## src/rtl/ddc_out_packer_pkg.sv

```systemverilog
// Shared definitions for the DDC output packing stage: sample width,
// packed word width and the I/Q pairing state encoding.
package ddc_out_packer_pkg;

    localparam int FILTERBITWIDTH = 16;
    localparam int PACKWIDTH      = 2 * FILTERBITWIDTH;

    typedef enum logic [1:0] {
        IDLE   = 2'd0,
        HAVE_I = 2'd1,
        HAVE_Q = 2'd2
    } pack_state_t;

endpackage

```

## src/rtl/ddc_sync_fifo.sv

```systemverilog
// Register-based synchronous FIFO. Occupancy is tracked by an explicit level
// counter so full/empty never depend on pointer equality. The head word is
// read straight out of the register array, so it holds steady while nothing
// is popped.
module ddc_sync_fifo #(
    parameter int WIDTH     = 32,
    parameter int DEPTH     = 8,
    parameter int ADDRWIDTH = 3
) (
    input  logic                 clk,
    input  logic                 rst,
    input  logic                 wr_en,
    input  logic [WIDTH-1:0]     wr_data,
    input  logic                 rd_en,
    output logic [WIDTH-1:0]     head,
    output logic [ADDRWIDTH:0]   level,
    output logic                 full,
    output logic                 empty
);

    localparam logic [ADDRWIDTH:0] FULL_LEVEL = (ADDRWIDTH + 1)'(DEPTH);

    logic [WIDTH-1:0]     mem [DEPTH];
    logic [ADDRWIDTH-1:0] wr_ptr;
    logic [ADDRWIDTH-1:0] rd_ptr;
    logic                 do_read;
    logic                 do_write;

    assign full     = (level == FULL_LEVEL);
    assign empty    = (level == '0);
    assign do_read  = rd_en && !empty;
    // A pop in the same cycle frees a slot, so a write into a full FIFO is
    // still accepted when it coincides with a read.
    assign do_write = wr_en && (!full || do_read);
    assign head     = mem[rd_ptr];

    // Storage array; cleared on reset so the head reads as zero when empty.
    always_ff @(posedge clk or negedge rst) begin
        if (!rst) begin
            for (int k = 0; k < DEPTH; k++) begin
                mem[k] <= '0;
            end
        end else if (do_write) begin
            mem[wr_ptr] <= wr_data;
        end
    end

    // Pointers wrap naturally because DEPTH is a power of two; the level
    // counter is left alone when a read and a write happen together.
    always_ff @(posedge clk or negedge rst) begin
        if (!rst) begin
            wr_ptr <= '0;
            rd_ptr <= '0;
            level  <= '0;
        end else begin
            if (do_write) begin
                wr_ptr <= wr_ptr + 1'b1;
            end
            if (do_read) begin
                rd_ptr <= rd_ptr + 1'b1;
            end
            case ({do_write, do_read})
                2'b10:   level <= level + 1'b1;
                2'b01:   level <= level - 1'b1;
                default: level <= level;
            endcase
        end
    end

endmodule

```

## src/rtl/ddc_out_packer.sv

```systemverilog
// Pairs strobed I and Q samples into {I,Q} words, buffers them in a small
// FIFO and presents them downstream with valid/ready. Alignment violations
// and dropped words are reported through sticky flags.
module ddc_out_packer #(
    parameter int FILTERBITWIDTH = 16,
    parameter int FIFODEPTH      = 8,
    parameter int ADDRWIDTH      = 3
) (
    input  logic                          clk,
    input  logic                          rst,
    input  logic                          pack_en,
    input  logic                          i_flag,
    input  logic [FILTERBITWIDTH-1:0]     i_data,
    input  logic                          q_flag,
    input  logic [FILTERBITWIDTH-1:0]     q_data,
    input  logic                          out_ready,
    input  logic                          clr_status,
    output logic                          out_valid,
    output logic [2*FILTERBITWIDTH-1:0]   out_data,
    output logic [ADDRWIDTH:0]            fifo_level,
    output logic                          overflow,
    output logic                          align_err
);

    import ddc_out_packer_pkg::*;

    pack_state_t                   state;
    logic [FILTERBITWIDTH-1:0]     held;
    logic [2*FILTERBITWIDTH-1:0]   pack_word;
    logic                          pack_valid;
    logic                          fifo_full;
    logic                          fifo_empty;
    logic                          overflow_set;
    logic                          align_set;

    assign out_valid    = !fifo_empty;
    // The FIFO accepts a write while full only when the head is popped in the
    // same cycle, so that is the one case that does not count as a drop.
    assign overflow_set = pack_valid && fifo_full && !(out_ready && out_valid);
    // A repeated strobe on the side already held, without its partner.
    assign align_set    = pack_en &&
                          (((state == HAVE_I) && i_flag && !q_flag) ||
                           ((state == HAVE_Q) && q_flag && !i_flag));

    // Pairing FSM with held sample and one-cycle pack register.
    always_ff @(posedge clk or negedge rst) begin
        if (!rst) begin
            state      <= IDLE;
            held       <= '0;
            pack_word  <= '0;
            pack_valid <= 1'b0;
        end else begin
            pack_valid <= 1'b0;
            if (!pack_en) begin
                state <= IDLE;
                held  <= '0;
            end else begin
                case (state)
                    IDLE: begin
                        if (i_flag && q_flag) begin
                            pack_word  <= {i_data, q_data};
                            pack_valid <= 1'b1;
                        end else if (i_flag) begin
                            held  <= i_data;
                            state <= HAVE_I;
                        end else if (q_flag) begin
                            held  <= q_data;
                            state <= HAVE_Q;
                        end
                    end
                    HAVE_I: begin
                        if (q_flag) begin
                            pack_word  <= {held, q_data};
                            pack_valid <= 1'b1;
                            if (i_flag) begin
                                held <= i_data;
                            end else begin
                                state <= IDLE;
                            end
                        end else if (i_flag) begin
                            held <= i_data;
                        end
                    end
                    HAVE_Q: begin
                        if (i_flag) begin
                            pack_word  <= {i_data, held};
                            pack_valid <= 1'b1;
                            if (q_flag) begin
                                held <= q_data;
                            end else begin
                                state <= IDLE;
                            end
                        end else if (q_flag) begin
                            held <= q_data;
                        end
                    end
                    default: state <= IDLE;
                endcase
            end
        end
    end

    // Sticky status flags; a new set event takes priority over a clear.
    always_ff @(posedge clk or negedge rst) begin
        if (!rst) begin
            overflow  <= 1'b0;
            align_err <= 1'b0;
        end else begin
            overflow  <= overflow_set | (overflow  & ~clr_status);
            align_err <= align_set    | (align_err & ~clr_status);
        end
    end

    ddc_sync_fifo #(
        .WIDTH     (2 * FILTERBITWIDTH),
        .DEPTH     (FIFODEPTH),
        .ADDRWIDTH (ADDRWIDTH)
    ) u_fifo (
        .clk     (clk),
        .rst     (rst),
        .wr_en   (pack_valid),
        .wr_data (pack_word),
        .rd_en   (out_ready),
        .head    (out_data),
        .level   (fifo_level),
        .full    (fifo_full),
        .empty   (fifo_empty)
    );

endmodule

```

## config.mk

```make
export PLATFORM = sky130hd
export DESIGN_NAME = ddc_out_packer
export DESIGN_NICKNAME = d
export VERILOG_FILES = /design/src/rtl/ddc_out_packer_pkg.sv /design/src/rtl/ddc_sync_fifo.sv /design/src/rtl/ddc_out_packer.sv
export SDC_FILE = /design/constraint.sdc
export NUM_CORES = 1
export LEC_CHECK = 0
export CORE_ASPECT_RATIO = 0.5
export CORE_UTILIZATION = 35
export CTS_CLUSTER_DIAMETER = 60
export CTS_CLUSTER_SIZE = 10
export DETAILED_ROUTE_END_ITERATION = 10
export SETUP_SLACK_MARGIN = 0.02
export SYNTH_ARGS = -nofsm -noshare
export SYNTH_HDL_FRONTEND = slang
export SYNTH_HIERARCHICAL = 1
export SYNTH_SLANG_ARGS = --single-unit
```

## constraint.sdc

```tcl
create_clock -name clk -period 8.1 [get_ports clk]
set_clock_uncertainty 0.15 [all_clocks]
set_input_delay 2.025 -clock clk [delete_from_list [all_inputs] [get_ports clk]]
set_output_delay 2.025 -clock clk [all_outputs]
set_load 0.1 [all_outputs]
```

=== After elaboration in Yosys (flattened, before gate mapping) ===
Index checks and enable logic that the tools add are counted.

* Register bits after elaboration: 319
* Output and inout bits: 39
* Input port bits: 39

* Magnitude comparators: 3
* Bitwise logic cells: 7
* Equal/unequal tests: 16
* Multiplexer cells: 31
* $add $sub $neg: 4
* Reduce and logical (&&, ||, !) cells: 25

{| class="wikitable"
|+ Operator list
! cell !! count
|-
| $bwmux 256 || 1
|-
| $mux 32 || 6
|-
| $bmux 32 s3 || 1
|-
| $demux 32 s3 || 1
|-
| $pmux 32 s3 || 1
|-
| $mux 16 || 5
|-
| $pmux 16 s3 || 1
|-
| $ne 3x3->1 const B || 6
|-
| $mux 2 || 8
|-
| $logic_and 1x1->1 || 11
|-
| $ge 4x4->1 const B || 2
|-
| $not 3->4 || 2
|-
| $pmux 4 s2 || 1
|-
| $add 3x1->3 const B || 2
|-
| $ne 2x2->1 const B || 3
|-
| $pmux 2 s3 || 1
|-
| $reduce_and 6->1 || 1
|-
| $logic_not 1->1 || 5
|-
| $reduce_and 5->1 || 1
|-
| $add 4x1->4 const B || 1
|-
| $eq 2x1->1 const B || 2
|-
| $eq 2x2->1 const B || 2
|-
| $eq 4x4->1 const B || 1
|-
| $logic_not 4->1 || 1
|-
| other kinds (14) || 20
|}

=== Logic depth before layout (Yosys ltp) ===
Gate-level depths: netlist of run 1.

* Depth after elaboration: 7
* Mapped depth: 8
* Depth with buffers taken out: 7

=== Cells and area by module ===
Netlist of run 1, hierarchy kept.

{| class="wikitable"
|+ By module, submodules not included
! module !! seq. area each (µm²) !! area each (µm²) !! times used !! cells each
|-
| ddc_sync_fifo || 6,656.4 || 12,149.2 || 1 || 719
|-
| ddc_out_packer || 1,326.3 || 2,971.6 || 1 || 267
|}

=== Worst setup path before layout of run 1 ===
No wires, ideal clock.

* Kind: input-to-reg
* From: in out_ready
* To: reg u_fifo.level[3]
* Path buffers: 1
* Setup time: 134 ps
* Data required time: 7,816 ps
* Arrival time: 4,328 ps
* Cell stages on the path: 8
* Path slack: 3,489 ps
* Path through: buf_1 o41ai_1 inv_1 ha_1 ha_1 or4b_2 o311ai_0 o211ai_1

* Longest elaborated chain between the ends: 5
* Elaborated cells between the ends (all ways): 7

{| class="wikitable"
|+ Ends and longest elaborated chain
! what !! line !! text
|-
| start, declared || ddc_out_packer.sv:16 || <nowiki>input logic out_ready,</nowiki>
|-
| $logic_and 1x1->1 * || ddc_sync_fifo.sv:31 || <nowiki>assign do_read = rd_en && !empty;</nowiki>
|-
| named net u_fifo.do_read || ddc_sync_fifo.sv:26 || <nowiki>logic do_read;</nowiki>
|-
| $logic_or 1x1->1 || ddc_sync_fifo.sv:34 || <nowiki>assign do_write = wr_en && (!full || do_read);</nowiki>
|-
| $logic_and 1x1->1 || ddc_sync_fifo.sv:34 ||
|-
| $eq 2x1->1 or $eq 2x2->1 (tied branches) || ddc_sync_fifo.sv:62 || <nowiki>case ({do_write, do_read})</nowiki>
|-
| $pmux 4 s2 or $reduce_bool 2->1 (tied branches) || - ||
|-
| end signal, assigned || ddc_sync_fifo.sv:63 || <nowiki>2'b10: level <= level + 1'b1;</nowiki>
|-
| end signal, assigned || ddc_sync_fifo.sv:64 || <nowiki>2'b01: level <= level - 1'b1;</nowiki>
|-
| end signal, assigned || ddc_sync_fifo.sv:65 || <nowiki>default: level <= level;</nowiki>
|-
| end, declared || ddc_sync_fifo.sv:16 || <nowiki>output logic [ADDRWIDTH:0] level,</nowiki>
|}

The timed path passes the listed nets; every way through them passes the cells marked *.
A chain may end at the register's enable or synchronous reset.

=== Final worst setup path of run 1 ===
* From: reg u_fifo.rd_ptr[0]
* To: out out_data[3]

* Longest elaborated chain between the ends: 4

{| class="wikitable"
|+ Ends and longest elaborated chain
! what !! line !! text
|-
| start, declared || ddc_sync_fifo.sv:25 || <nowiki>logic [ADDRWIDTH-1:0] rd_ptr;</nowiki>
|-
| start signal, assigned || ddc_sync_fifo.sv:60 || <nowiki>rd_ptr <= rd_ptr + 1'b1;</nowiki>
|-
| $not 3->4 (not written as such) || ddc_sync_fifo.sv:35 || <nowiki>assign head = mem[rd_ptr];</nowiki>
|-
| $bmux 32 s3 || ddc_sync_fifo.sv:35 ||
|-
| $mux 32 (not written as such) (2 in a row) || ddc_sync_fifo.sv:35 ||
|-
| end, declared || ddc_out_packer.sv:19 || <nowiki>output logic [2*FILTERBITWIDTH-1:0] out_data,</nowiki>
|}

No other way between the ends. The select of a mux whose other input is x is not followed.

==> results of run 1 <==
## layout make-up
class,count,share of cell area
Clock buffer,42,0.0568
Clock inverter,1,0.000504
Inverter,16,0.00346
Multi-Input combinational cell,585,0.386
Sequential cell,319,0.460
Tap cell,577,0.0415
Timing Repair Buffer,93,0.0523
## power by group through the flow
stage	sequential, mW	clock, mW	combinational, mW
CTS	2.95	1.50	3.41
finish	2.94	1.46	3.38
floorplan	2.70	0	2.78
global route	3.06	1.57	3.55
global placement	2.92	0	3.33
detailed placement	2.97	0	3.40
## per-layer routing
layer,GRT usage,up-vias,share of wire
li1,-,3856,-
met1,0.224,4703,0.45
met2,0.288,140,0.51
met3,0.0252,38,0.033
met4,0.0428,0,0.015
met5,0,-,0
## cell usage after synthesis (all sizes together), types with 2 or more instances
| cell | n | area, um2 |
|---|---|---|
| nor2 | 18 | 67.6 |
| xnor2 | 5 | 43.8 |
| nor2b | 2 | 12.5 |
| mux2i | 19 | 190 |
| nand2 | 8 | 30.0 |
| a21oi | 6 | 45.1 |
| inv | 16 | 60.1 |
| nand3 | 5 | 25.0 |
| nand2b | 2 | 12.5 |
| buf | 44 | 334 |
| mux4 | 64 | 1440 |
| nor3b | 4 | 30.0 |
| or4b | 2 | 23.8 |
| and2 | 3 | 18.8 |
| o211ai | 6 | 60.1 |
| mux2 | 322 | 3630 |
| o21ai | 24 | 124 |
| nor3 | 2 | 10.0 |
| o2111ai | 4 | 93.8 |
| a22o | 32 | 280 |
| dfrtp | 319 | 7980 |
| a2bb2oi | 16 | 140 |
| ha | 12 | 150 |
| a211oi | 16 | 120 |
| clkbuf | 22 | 82.6 |
## state kept, by name, summed over array words and instances, names as in the netlist
name           cells
u_fifo/level       4
state              2
held              16
pack_valid         1
align_err          1
u_fifo/wr_ptr      3
u_fifo/rd_ptr      3
overflow           1
pack_word         32
u_fifo/mem       256
## worst max-delay path, cell delays in order, from the launching register on
cell             delay (ns)
dfrtp_4                1.05
buf_4                  0.51
mux4_2                 0.56
mux2_2                 0.29
clkdlybuf4s50_1        0.97
## how the worst max path moves through the flow
stage / to / slack (ns)
3_5_place_dp: out_data[3] / 2.38
5_1_grt: out_data[4] / 1.66
6_report: out_data[3] / 1.92
3_3_place_gp: out_data[7] / 2.38
2_1_floorplan: u_fifo/level[3]$_DFFE_PN0P_ / 3.49
4_1_cts: out_data[3] / 1.81
## through the flow
stage / cells / cell area, um2 / setup slack (ns) / hold WS [ns]
final: 1633 / 17400 / 1.92 / 0.337
after global placement: 1590 / 16400 / 2.38 / 0.319
after global routing: 1633 / 17400 / 1.66 / 0.355
after detailed placement: 1590 / 16400 / 2.38 / 0.330
after floorplan: 986 / 15100 / 3.49 / 0.309
after CTS: 1633 / 17400 / 1.81 / 0.342
## kinds of logic (layout without fill, tap and decap cells)
group,after synthesis,after routing,synth area share
and+or+nand+nor,50,50,0.0171
muxes,405,405,0.348
adders and majority gates,13,13,0.0113
DFF,319,319,0.528
AOI/OAI and AO/OA,111,111,0.0610
buffers and inverters,82,152,0.0315
xor gates and xnor gates,6,6,0.00348
==> metrics.cfg, run 1 <==
[worst_setup_path]
r2r_setup_slack_ns = 4.61
startpoint = u_fifo/rd_ptr[0]$_DFFE_PN0P_
worstSetupEndpointType = output pin
startpoint_type = flop
worst_r2r_startpoint = u_fifo/level[0]$_DFFE_PN0P_
crit_fanout = 47
arrival_ns = 4.00
r2r_cells = 7
worstSetupPathType = reg2out
critPathRequiredTime_ns = 5.93
reg2reg_to = u_fifo/level[3]$_DFFE_PN0P_

[cells_and_area]
register_area_mm2 = 0.00799
drive_gt1_frac = 0.413
insertedDiodeCount = 0
final_common_cell = dfrtp_1
multi_input_comb_area_mm2 = 0.00671
layout_common_cells = 316 x dfrtp_1, 299 x mux2_2, 76 x clkdlybuf4s50_1
nFillCells = 3807
area_delta_synth_final_pct = 15.0
postLayoutCoreUtil = 0.411
fin_nets = 1104

[synthesis]
synth.cell_area_mm2 = 0.0151
yosysUniqueCellTypes = 50
syn_inst = 986
postSynth.asyncResetShare = 1.00
synthFlopType = dfrtp_1
synth-seq-cells = 319
yosysSeqAreaShare = 0.528
ys_warn_count = 6
synth_edf_count = 0
syn_nets = 1038
syn_area_per_cell_um2 = 15.3

[clocking]
postCtsSetupBuffers = 0
root_buffer = clkbuf_16
numCtsBuffers = 37
clk_pin_slew_ns = 0.06
cts_max_path_buffers = 3
clock_sink_count = 319
cts_tree = done
ctsHoldBuffers = 0
ctsResizeCount = 0
cts-htree-levels = 2
clk_latency_ns = 0.52

[pwr]
leakage_nw = 7.81
p_int_mw = 4.58
irDropWorstVdd_v = 0.000182
switchingPower_mw = 3.20
combPwrFrac = 0.434
p_clk_frac = 0.188
switching_share = 0.412
cellPowerDensity_mw_per_mm2 = 448
p_seq_frac = 0.378
p_total_mw = 7.78

[sta]
fin_crit_sh = 0.763
rsz0062_at_grt = false
setup_tns_ns = 0
min_period_ns = 6.18
hold_viol = 0
setup_viol = 0
fmax_mhz = 162
maxSlewHeadroom = 0.293
tightestPinTransition_ns = 1.06
slew_violations = 0

[routing]
via_per_inst = 5.35
drc_errors = 0
drt_iter0_drc = 508
dr.pass1.iters = 5
drt_wl_total_um = 35800
ant_nets = 0
via_count = 8737
drt-wirelength-per-cell_um = 21.9

[floorplanning]
start_util = 0.357
die_w_um = 296
dieArea_mm2 = 0.0441
num_io_pins = 78
coreArea_mm2 = 0.0423
die_h_um = 149
rows = 53

[grt]
grt_pass1_wl_um = 56900
antenna_found_initial = 0
grt_max_degree = 166
grt_usage = 0.168
grt_pass1_vias = 9481
overflow = 0

[hold_path]
hp-class = reg2reg
min_to = u_fifo/mem[164]$_DFFE_PN0P_
hold_depth = 1
hold_start = u_fifo/mem[164]$_DFFE_PN0P_

[placement]
portBuffers = 77
dp_hpwl_um = 21600
globalplace.congestion = 0.807

[run]
max_cap_viol_count = 0

[run_status]
outcome = completed

Power figures use the tool's default switching activity.
==> inputs of run 2 (changes only) <==
==> constraint.sdc (replaced) <==
create_clock -name clk -period 6.1 [get_ports clk]
set_clock_uncertainty 0.15 [all_clocks]
set_input_delay 1.525 -clock clk [delete_from_list [all_inputs] [get_ports clk]]
set_output_delay 1.525 -clock clk [all_outputs]
set_load 0.1 [all_outputs]
==> run 2 against run 1 <==
  * Register-to-register slack got worse by 2.0 ns
  * Critical path depth is the same
  * First-iteration DRC count decreased by 11%
  * Cell count increased by 0.37%
  * Sequential share of layout area decreased by 0.16 points
  * Combinational power up 35%
  * Core utilization up 0.14 points
  * Critical path type unchanged
  * Highest routed layer unchanged
==> metrics.cfg, run 2 (synthesized netlist as in run 1, its figures left out) <==
[run_status]
outcome = completed

[cells_and_area]
largest_reg_flops = 256  ; unchanged
drive_gt1_frac = 0.418  ; +0.00465
instances_no_fill = 1639  ; +0.37%
largest_registers = u_fifo/mem (256), pack_word (32), held (16)
fin_nets = 1110  ; +0.54%
largest_register = u_fifo/mem
final_common_cell = dfrtp_1
layout_common_cells = 316 x dfrtp_1, 299 x mux2_2, 76 x clkdlybuf4s50_1
area_delta_synth_final_pct = 15.3
nFillCells = 3886  ; +2.1%

[sta]
fmax_mhz = 193
maxSlewHeadroom = 0.208  ; -0.0843
fin_crit_sh = 0.850
tightestPinTransition_ns = 1.18  ; +0.122 ns
rsz0062_at_grt = false
setup_viol = 0  ; unchanged
holdWs_ns = 0.341  ; +0.00353 ns
min_period_ns = 5.19
slew_violations = 0  ; unchanged
hold_viol = 0  ; unchanged
setup_tns_ns = 0  ; unchanged

[grt]
grt_pass1_vias = 9525  ; +0.46%
grt_pass1_wl_um = 57300  ; +0.75%
grt_usage = 0.169  ; +0.00107
overflow = 0  ; unchanged
antenna_found_initial = 1  ; +1
grt_max_degree = 111  ; -33%

[routing]
drt-wirelength-per-cell_um = 22.2  ; +1.3%
drc_errors = 0  ; unchanged
ant_nets = 0  ; unchanged
via_per_inst = 5.36  ; +0.22%
via_count = 8788  ; +0.58%
drt_wl_total_um = 36400  ; +1.7%
dr.pass1.iters = 5  ; unchanged
drt_iter0_drc = 452  ; -11%

[clocking]
postCtsSetupBuffers = 0  ; unchanged
ctsResizeCount = 0  ; unchanged
root_buffer = clkbuf_16
ctsHoldBuffers = 0  ; unchanged
cts-htree-levels = 2  ; unchanged
clock_sink_count = 319  ; unchanged
clk_pin_slew_ns = 0.06  ; about the same
cts_max_path_buffers = 3  ; unchanged
cts_tree = done
clk_latency_ns = 0.53  ; about the same
numCtsBuffers = 37  ; unchanged

[worst_setup_path]
r2r_cells = 7  ; unchanged
arrival_ns = 3.51  ; -0.49 ns
worstSetupEndpointType = output pin
crit_fanout = 20  ; -57%
r2r_setup_slack_ns = 2.64  ; -1.97 ns
startpoint_type = flop
critPathRequiredTime_ns = 4.43  ; -1.50 ns
worstSetupPathType = reg2out

[floorplanning]
die_w_um = 296  ; unchanged
coreArea_mm2 = 0.0423  ; unchanged
rows = 53  ; unchanged
dieArea_mm2 = 0.0441  ; unchanged
num_io_pins = 78  ; unchanged
start_util = 0.357  ; unchanged
die_h_um = 149  ; unchanged

[hold_path]
hp-class = reg2reg
hold_depth = 1  ; unchanged

[placement]
portBuffers = 77  ; unchanged
globalplace.congestion = 0.807  ; about the same
dp_hpwl_um = 22200  ; +2.7%
dp_cells = 1596  ; +0.38%

[run]
max_cap_viol_count = 0  ; unchanged

[pwr]
p_total_mw = 10.4  ; +33%
cellPowerDensity_mw_per_mm2 = 594  ; +33%
leakage_nw = 7.84  ; +0.40%
irDropWorstVdd_v = 0.000233  ; +28%

## run 2: changes by cell type in the layout (fill, tap and decap cells not counted)
cell / change
buf_4: +5
a21oi_1: -1
a21oi_2: +1
buf_12: +1
clkbuf_1: -1
diode_2: +1
## run 2: worst paths after layout
| check | start | to |
|---|---|---|
| worst min register to register | u_fifo/mem[223]$_DFFE_PN0P_ | u_fifo/mem[223]$_DFFE_PN0P_ |
| max in group asynchronous | rst | held[7]$_DFFE_PN0P_ |
| min in group asynchronous | rst | u_fifo/level[3]$_DFFE_PN0P_ |
| worst max register to register | u_fifo/level[0]$_DFFE_PN0P_ | u_fifo/level[3]$_DFFE_PN0P_ |
| worst min-delay path | u_fifo/mem[223]$_DFFE_PN0P_ | u_fifo/mem[223]$_DFFE_PN0P_ |
| worst max-delay path | u_fifo/rd_ptr[0]$_DFFE_PN0P_ | out_data[8] |
## run 2: stage by stage
step / instance area (um2) / util / setup WS (ns)
2_1_floorplan: 15100 / - / 1.99
3_3_place_gp: 16400 / 0.389 / 1.43
3_5_place_dp: 16400 / 0.389 / 1.41
4_1_cts: 17400 / 0.412 / 0.843
5_1_grt: 17400 / 0.412 / 0.782
6_report: 17400 / 0.412 / 0.913
## run 2: metal layers
metal  up-vias  track usage  wire [um]
li1       3859            -          -
met1      4754        0.231      16500
met2       129        0.283      18100
met3        46       0.0237       1080
met4         0       0.0464        650
met5         -            0          0
## run 2: power by group
part           switching [mW]  internal (mW)
logic                    2.62           1.94
clock network           0.810           1.13
registers               0.827           3.03
total                    4.26           6.09
## run 2: critical path: stages (launching register included)
cell and delay, ns:
dfrtp_4 0.69, buf_4 0.46, mux4_2 0.57, mux2_2 0.28, clkdlybuf4s50_1 0.97
## run 2: layout make-up
class / count / area, um2 / area share
timing repair buffer: 99 / 966 / 0.0554
tap: 577 / 722 / 0.0414
antenna: 1 / 2.50 / 0.000143
multi-input combinational: 585 / 6710 / 0.385
clock buffer: 41 / 983 / 0.0564
inverter: 16 / 60.1 / 0.00344
clock inverter: 1 / 8.76 / 0.000502
sequential: 319 / 7990 / 0.458
